`config.mk`:
```
export PLATFORM = sky130hd
export DESIGN_NAME = sha256_block_feeder
export DESIGN_NICKNAME = d
export VERILOG_FILES = /design/src/rtl/sha256_block_feeder.sv
export SDC_FILE = /design/constraint.sdc
export NUM_CORES = 1
export LEC_CHECK = 0
export CAP_MARGIN = 10
export CORE_ASPECT_RATIO = 0.7
export CORE_MARGIN = 1
export CORE_UTILIZATION = 53
export CTS_CLUSTER_SIZE = 20
export DETAILED_ROUTE_END_ITERATION = 8
export PLACE_DENSITY = 0.83
export SLEW_MARGIN = 10
export SYNTH_ARGS = -nofsm -noshare
export SYNTH_HDL_FRONTEND = slang
export SYNTH_SLANG_ARGS = --single-unit
```
`constraint.sdc`:
```
create_clock -name clk -period 6.75 [get_ports clk]
set_input_delay 0.675 -clock clk [delete_from_list [all_inputs] [get_ports clk]]
set_output_delay 0.675 -clock clk [all_outputs]
set_load 0.02 [all_outputs]
```
`src/rtl/sha256_block_feeder.sv`:
```
// sha256_block_feeder: word-serial front end for the SHA-256 core.
// Collects 16 host words per block, applies SHA-256 padding and the 64-bit
// bit-length on the message's last word, and hands 512-bit blocks to the core.
// Optional build macro: SHA256_FEEDER_BSWAP_EN byte-reverses each incoming
// host word before it is stored (padding and length words are never swapped).
module sha256_block_feeder #(
  parameter int COUNT_W = 32
) (
  input  logic               clk,
  input  logic               reset,
  input  logic               in_valid,
  output logic               in_ready,
  input  logic [31:0]        in_data,
  input  logic               in_last,
  output logic [31:0]        block_data [16],
  output logic               block_valid,
  input  logic               block_ready,
  output logic               block_first,
  output logic               block_final,
  output logic               busy
);

  typedef enum logic {FILL, SEND} state_t;

  state_t             state;
  logic [3:0]         idx;
  logic [COUNT_W-1:0] count;
  logic               tail_pend;
  logic               tail_mark;

  logic [31:0]        word_in;
  logic [COUNT_W-1:0] count_inc;
  logic [63:0]        len_cur;   // length including the word being accepted
  logic [63:0]        len_tot;   // length of all words already accepted
  logic               accept;

`ifdef SHA256_FEEDER_BSWAP_EN
  assign word_in = {in_data[7:0], in_data[15:8], in_data[23:16], in_data[31:24]};
`else
  assign word_in = in_data;
`endif

  assign count_inc = count + 1'b1;
  assign len_cur   = 64'(count_inc) << 5;
  assign len_tot   = 64'(count) << 5;

  // The buffer doubles as the block output, so it is only writable in FILL.
  assign in_ready  = (state == FILL) && !reset;
  assign accept    = in_valid && in_ready;

  // Feeder FSM: buffer fill, in-cycle padding, block handoff and tail block.
  always_ff @(posedge clk) begin
    if (reset) begin
      state       <= FILL;
      idx         <= '0;
      count       <= '0;
      tail_pend   <= 1'b0;
      tail_mark   <= 1'b0;
      block_valid <= 1'b0;
      block_first <= 1'b1;
      block_final <= 1'b0;
      busy        <= 1'b0;
      for (int j = 0; j < 16; j++) block_data[j] <= '0;
    end else begin
      case (state)
        FILL: begin
          if (accept) begin
            block_data[idx] <= word_in;
            idx             <= idx + 4'd1;
            count           <= count_inc;
            busy            <= 1'b1;
            if (in_last) begin
              state       <= SEND;
              block_valid <= 1'b1;
              if (idx <= 4'd12) begin
                // Pad marker, zeros and length all fit in this block.
                for (int j = 0; j < 14; j++)
                  if (j > int'(idx))
                    block_data[j] <= (j == int'(idx) + 1) ? 32'h8000_0000 : 32'h0;
                block_data[14] <= len_cur[63:32];
                block_data[15] <= len_cur[31:0];
                block_final    <= 1'b1;
              end else begin
                // Length no longer fits: marker here if room, rest in a tail block.
                if (idx == 4'd13) begin
                  block_data[14] <= 32'h8000_0000;
                  block_data[15] <= 32'h0;
                end else if (idx == 4'd14) begin
                  block_data[15] <= 32'h8000_0000;
                end
                tail_pend   <= 1'b1;
                tail_mark   <= (idx == 4'd15);
                block_final <= 1'b0;
              end
            end else if (idx == 4'd15) begin
              state       <= SEND;
              block_valid <= 1'b1;
              block_final <= 1'b0;
            end
          end
        end
        SEND: begin
          if (block_ready) begin
            if (tail_pend) begin
              // Tail block follows directly; count already holds the full length.
              block_data[0] <= tail_mark ? 32'h8000_0000 : 32'h0;
              for (int j = 1; j < 14; j++) block_data[j] <= 32'h0;
              block_data[14] <= len_tot[63:32];
              block_data[15] <= len_tot[31:0];
              block_final    <= 1'b1;
              block_first    <= 1'b0;
              tail_pend      <= 1'b0;
            end else if (block_final) begin
              state       <= FILL;
              block_valid <= 1'b0;
              block_final <= 1'b0;
              block_first <= 1'b1;
              count       <= '0;
              idx         <= '0;
              busy        <= 1'b0;
            end else begin
              state       <= FILL;
              block_valid <= 1'b0;
              block_first <= 1'b0;
              idx         <= '0;
            end
          end
        end
        default: state <= FILL;
      endcase
    end
  end

endmodule

```
Word level (Yosys, flattened, before mapping). Index checks and enable logic that the tools add are counted.

Reductions and logical operators: 12. Mux-type cells: 79. Bitwise gates (word level): 3. Multiply operators: 0. Divide/modulo/power cells: 0. Add/sub/neg operators: 3. Shift operators: 0. $lt $le $gt $ge: 16. Equality and inequality tests: 24.

Operators by type and width (number): 512-bit two-way mux (3); 32-bit two-way mux (35); 512-bit case mux with 2 select lines (1); 512-bit bitwise mux (1); 480-bit two-way mux (1); 416-bit two-way mux (1); 5-bit by 32-bit == test with 1-bit output (first input constant) (5); 32-bit demux with 4-bit select (1); 4-bit by 32-bit == test with 1-bit output (first input constant) (4); 3-bit by 32-bit == test with 1-bit output (first input constant) (2); 64-bit two-way mux (1); 32-bit case mux with 2 select lines (1); 32-bit by 1-bit adder with 32-bit output (second input constant) (1); 2-bit by 32-bit == test with 1-bit output (first input constant) (1); 1-bit two-way mux (25); 4-bit > comparator (first input constant) (6); 3-bit by 4-bit > comparator with 1-bit output (first input constant) (4); 4-bit AND reduction (4); 4-bit == test (second input constant) (3); 4-bit two-way mux (3); 2-bit inequality test (second input constant) (6); 1-bit case mux with 2 select lines (5); 3-bit AND reduction (3); 2-bit by 4-bit > comparator with 1-bit output (first input constant) (2); 15 further kinds (18).

Word-level logic and storage cells: 162. Memories: 0. Bits in registers: 555. Output and inout port bits: 517. Latch bits: 0. Memory bits (writable): 0. ROM bits: 0.

Depth between registers and ports, before layout.
Word-level depth: 12. Gate-level depth with buffers: 10. Depth with buffers taken out: 7.

Worst setup path after synthesis. OpenSTA, ideal clock, no wires.

Path type: reg2reg. From: register idx[0]. To: register block_data[26] in the netlist's numbering. Buffers on the path: 2. Period minus slack after synthesis: 2457 ps. Data arrival time: 2400 ps. Stages on the path, launching flop included: 10. Setup slack: 4293 ps. Setup time: 57 ps. Path through: dfxtp_1 clkbuf_1 inv_1 ha_1 nand3b_1 o32a_1 clkbuf_1 o21ai_0 o221ai_1 o21ba_2.

Word-level cells in the longest chain between the ends: 12.

Ends and longest elaborated chain: start: declaration (line 26) `logic [3:0] idx;`; start signal: assignment (line 69) `idx <= idx + 4'd1;`; 4-bit NOT with 5-bit output (not written as such) (line 68) `block_data[idx] <= word_in;`; 5-bit greater-or-equal comparator (not written as such) or 5-bit by 1-bit < comparator with 1-bit output (tied branches) (line 68); 1-bit logical AND (not written as such) (line 68); 32-bit two-way mux (not written as such) (line 68); 32-bit demux with 4-bit select (line 68); 512-bit bitwise mux (line 68); 32-bit two-way mux (line 88) `end else if (idx == 4'd14) begin`; 32-bit two-way mux (line 85) `if (idx == 4'd13) begin`; 64-bit two-way mux (line 75) `if (idx <= 4'd12) begin`; 480-bit two-way mux * (line 72) `if (in_last) begin`; 512-bit two-way mux * (line 67) `if (accept) begin`; 512-bit case mux with 2 select lines * (line 65) `case (state)`; end signal: indexed assignment (line 68); end signal: indexed assignment (line 79) `block_data[j] <= (j == int'(idx) + 1) ? 32'h8000_0000 : 32'h0;`; end: declaration (line 15) `output logic [31:0] block_data [16],`.

Every way passes the cells marked *; elsewhere a longest branch is shown, timed or not. The select of a mux whose other input is x is not followed. A chain may end at the register's enable or synchronous reset.

Final worst setup path.
From: register state. To: register block_data[120] in the netlist's numbering.

Word-level cells in the longest chain between the ends: 5.

Ends and longest elaborated chain: start: declaration (line 25) `state_t state;`; start signal: assignment (line 54) `state <= FILL;`; start signal: assignment (line 73) `state <= SEND;`; start signal: assignment (line 96) `state <= SEND;`; 1-bit NOT; 1-bit logical AND (line 48) `assign in_ready = (state == FILL) && !reset;`; 1-bit logical AND (line 49) `assign accept = in_valid && in_ready;`; 2-bit inequality test (no line); 3-bit AND reduction (no line).

Several ways; a longest one is shown, not always the timed one.

==> metrics.log <==
INFO  metric placementRows = 62
INFO  metric die_area = about 0.043 sq mm
INFO  metric fp.dieH = 173 um
INFO  metric worstSetupStartpoint = state
INFO  metric drtIter0Drc = roughly 2800
INFO  metric grt_use_total = 43.9%
INFO  metric leakage = 9.68 nW
INFO  metric place.port_buffers = between 500 and 600
INFO  metric vias = roughly 24000
INFO  metric setup_viol = 0
INFO  metric ff_latch_area = 0.0111 sq mm
INFO  metric post-route-cell-area = 0.0295 sq mm
INFO  metric dr.pass1.iters = 7
INFO  metric setup-tns-final = 0 ps
INFO  metric clock_tree_from_tritoncts = yes
INFO  metric power.ir.vdd_worst = 0.212 mV
INFO  metric async_reset_ff_share = 0%
INFO  metric hp-start = block_data[126]
INFO  metric final_period_utilization = 58.2%
INFO  metric timing.final.hold_violations = 0
INFO  metric worst-endpoint-arrival = 4340 ps
INFO  metric clk_pin_slew_worst_paths = 70 ps
INFO  metric max_slew_margin = 14.4%
INFO  metric post-cts-setup-buffers = 0
INFO  metric clk_root_buffer_cell = sky130_fd_sc_hd__clkbuf_16
INFO  metric dr_wl_cell = 25.1 um
INFO  metric grt_antenna_before_repair = 2
INFO  metric tightest_slew = 1280 ps
INFO  metric ys_top_cells_by_count = sky130_fd_sc_hd__nand2_1, sky130_fd_sc_hd__dfxtp_1, sky130_fd_sc_hd__a21oi_1, sky130_fd_sc_hd__clkbuf_1, sky130_fd_sc_hd__nor2_1
INFO  metric h-tree-depth = 2
INFO  metric starting_density = 53.8%
INFO  metric max_cap_violations = 0
INFO  metric synth.net_count = 2930
INFO  metric most_used_flip_flop_cell_after_synthesis = sky130_fd_sc_hd__dfxtp_1
INFO  metric rsz0062_at_grt = false
INFO  metric cell_taking_the_most_area_after_synthesis = sky130_fd_sc_hd__dfxtp_1
INFO  metric drc_errors = 0
INFO  metric io_count = 554
INFO  metric cts_inserted_buffers = 51
INFO  metric min_tclk_post_route = 3930 ps
INFO  metric drt.antenna.violating_nets = 0
INFO  metric fp.coreArea = 0.0410 sq mm
INFO  metric combined_area_of_the_multi_input_logic_cells = 0.0100 sq mm
INFO  metric vias_per_cell = 6.16
INFO  metric finalWeightedCongestion = 0.997
INFO  metric run_status = complete, no violations
INFO  metric critical_path.max_fanout = 37
INFO  metric grt_max_degree = 65
INFO  metric synth_top_cells_by_area = sky130_fd_sc_hd__dfxtp_1, sky130_fd_sc_hd__nand2_1, sky130_fd_sc_hd__a21oi_1
INFO  metric yosys_warnings = 0
INFO  metric worst_setup_path_end_kind = flip-flop
INFO  metric cts_resized = 0
INFO  metric crit-reg2reg-launch = state
INFO  metric yosysSeqAreaShare = 50.3%
INFO  metric clock-sinks = 555
INFO  metric post_cts_hold_buffer_count = 0
INFO  metric fill_cells = just over 3000
INFO  metric timing.critical_path.from_type = flip-flop
INFO  metric yosysMostFrequentCell = sky130_fd_sc_hd__nand2_1
INFO  metric synthesis.area = 0.0221 sq mm
INFO  metric grt-ovfl-total = 0
INFO  metric synth.distinct_cells = 73
INFO  metric max_freq = 255 MHz
INFO  metric grt_pass1_wl = around 140 mm
INFO  metric number_of_enable_flip_flop_cells_after_synthesis = 0
INFO  metric final_net_count = approximately 3300
INFO  metric final.setup_skew = 12.5 ps
INFO  metric fin_worst_hold_slack = roughly 450 ps
INFO  metric worst-endpoint-required = around 7200 ps
INFO  metric routed_wl = 96.6 mm
INFO  metric power_density = 233 mW/mm^2
INFO  metric syn_to_final_growth = 33.7%
INFO  metric drive_gt1_share = 5.72%
INFO  metric die_width = ~250 um
INFO  metric yosys_register_bits = approximately 560
INFO  metric postPlaceCellArea = 0.0278 sq mm
INFO  metric hpwlAfterDp = 64.4 mm
INFO  metric holdCritPathClass = reg2reg
INFO  metric cells_after_synth = just under 3000
INFO  metric synth_area_per_cell = 7.66 sq um
INFO  metric ctsLongestPathBuffers = 3
INFO  metric clock_latency = 580 ps
INFO  metric grt_pass1_vias = 22329
INFO  metric critical_path_class = reg2reg
INFO  metric timing.final.max_slew_violations = 0
INFO  metric yosys.area.top_type_share = a little over 50%
[layer usage]
metal	share of wire [%]	vias up	GRT usage (%)	routed length [um]
met4	7.5	0	28.1	7220
met3	15	435	16.3	14200
met5	0	-	0	0
li1	-	10391	-	-
met2	42	1743	63.7	40300
met1	36	11164	54.5	34900
[sequential cells by signal, summed over array words and instances (netlist names)]
register     flops
block_data     512
block_final      1
block_first      1
block_valid      1
busy             1
count           32
idx              4
state            1
tail_mark        1
tail_pend        1
[final timing paths]
check | end | slack [ps] | cells past startpoint
worst max-delay path | block_data[120] | 2820 | 8
worst min-delay path | block_data[126] | 450 | 2
worst max register to register | block_data[120] | 2820 | 8
worst min register to register | block_data[126] | 450 | 2
[cells in the final DEF, fill, tap and decap left out, types with 10 or more instances in the layout]
cell / Yosys / routed
sky130_fd_sc_hd__a31oi_1: 14 / 14
sky130_fd_sc_hd__a22oi_1: 41 / 41
sky130_fd_sc_hd__a21oi_1: 506 / 494
sky130_fd_sc_hd__clkbuf_16: 0 / 53
sky130_fd_sc_hd__or3_1: 16 / 16
sky130_fd_sc_hd__nand3_1: 45 / 41
sky130_fd_sc_hd__nand4_1: 16 / 16
sky130_fd_sc_hd__mux2i_1: 33 / 33
sky130_fd_sc_hd__nand2_1: 947 / 947
sky130_fd_sc_hd__o21a_1: 10 / 10
sky130_fd_sc_hd__buf_4: 1 / 63
sky130_fd_sc_hd__o21ai_0: 89 / 89
sky130_fd_sc_hd__nor2_1: 104 / 95
sky130_fd_sc_hd__and3_1: 13 / 11
sky130_fd_sc_hd__nor3_1: 32 / 32
sky130_fd_sc_hd__clkbuf_1: 228 / 16
sky130_fd_sc_hd__clkdlybuf4s50_1: 0 / 552
sky130_fd_sc_hd__inv_1: 10 / 10
sky130_fd_sc_hd__a311oi_1: 10 / 10
sky130_fd_sc_hd__dfxtp_1: 555 / 554
[cell families after synthesis]
| family | synth area share, % |
|---|---|
| AOI/OAI and AO/OA | 18.8 |
| xor gates and xnor gates | 0.476 |
| adders and majority gates | 0.453 |
| buffers and inverters | 5.27 |
| DFF | 50.3 |
| muxes | 1.55 |
| and+or+nand+nor | 23.2 |
[power by group]
group / switching [W] / total (W) / internal (W) / leakage, nW
clock: 0.00128 / 0.00299 / 0.00171 / 0.820
combinational: 0.000411 / 0.000558 / 0.000146 / 4.38
sequential: 0.0000254 / 0.00333 / 0.00330 / 4.48
total: 0.00171 / 0.00688 / 0.00516 / 9.68
[through the flow]
step,setup slack [ps],std cells,power (W),util (%)
6_report,2820,3853,0.00688,72.0
5_1_grt,2700,3853,0.00703,72.0
4_1_cts,3050,3851,0.00685,72.0
3_5_place_dp,2650,3762,0.00393,67.8
3_3_place_gp,2850,3762,0.00392,67.8
2_1_floorplan,4290,2885,0.00368,-
[critical path, stage by stage (launching register included)]
cell and delay (ps):
sky130_fd_sc_hd__dfxtp_2 310, sky130_fd_sc_hd__buf_4 400, sky130_fd_sc_hd__nand3_1 620, sky130_fd_sc_hd__nand2_1 860
sky130_fd_sc_hd__buf_4 360, sky130_fd_sc_hd__nand4_1 530, sky130_fd_sc_hd__buf_4 450, sky130_fd_sc_hd__nand2_1 120
sky130_fd_sc_hd__a21oi_1 70
[layout make-up]
cell class,count,area share (%)
Antenna cell,2,0.0169
Clock buffer,77,5.07
Clock inverter,12,0.644
Inverter,13,0.165
Multi-Input combinational cell,2034,33.9
Sequential cell,555,37.6
Tap cell,544,2.30
Timing Repair Buffer,616,20.3
Power figures use the tool's default switching activity.
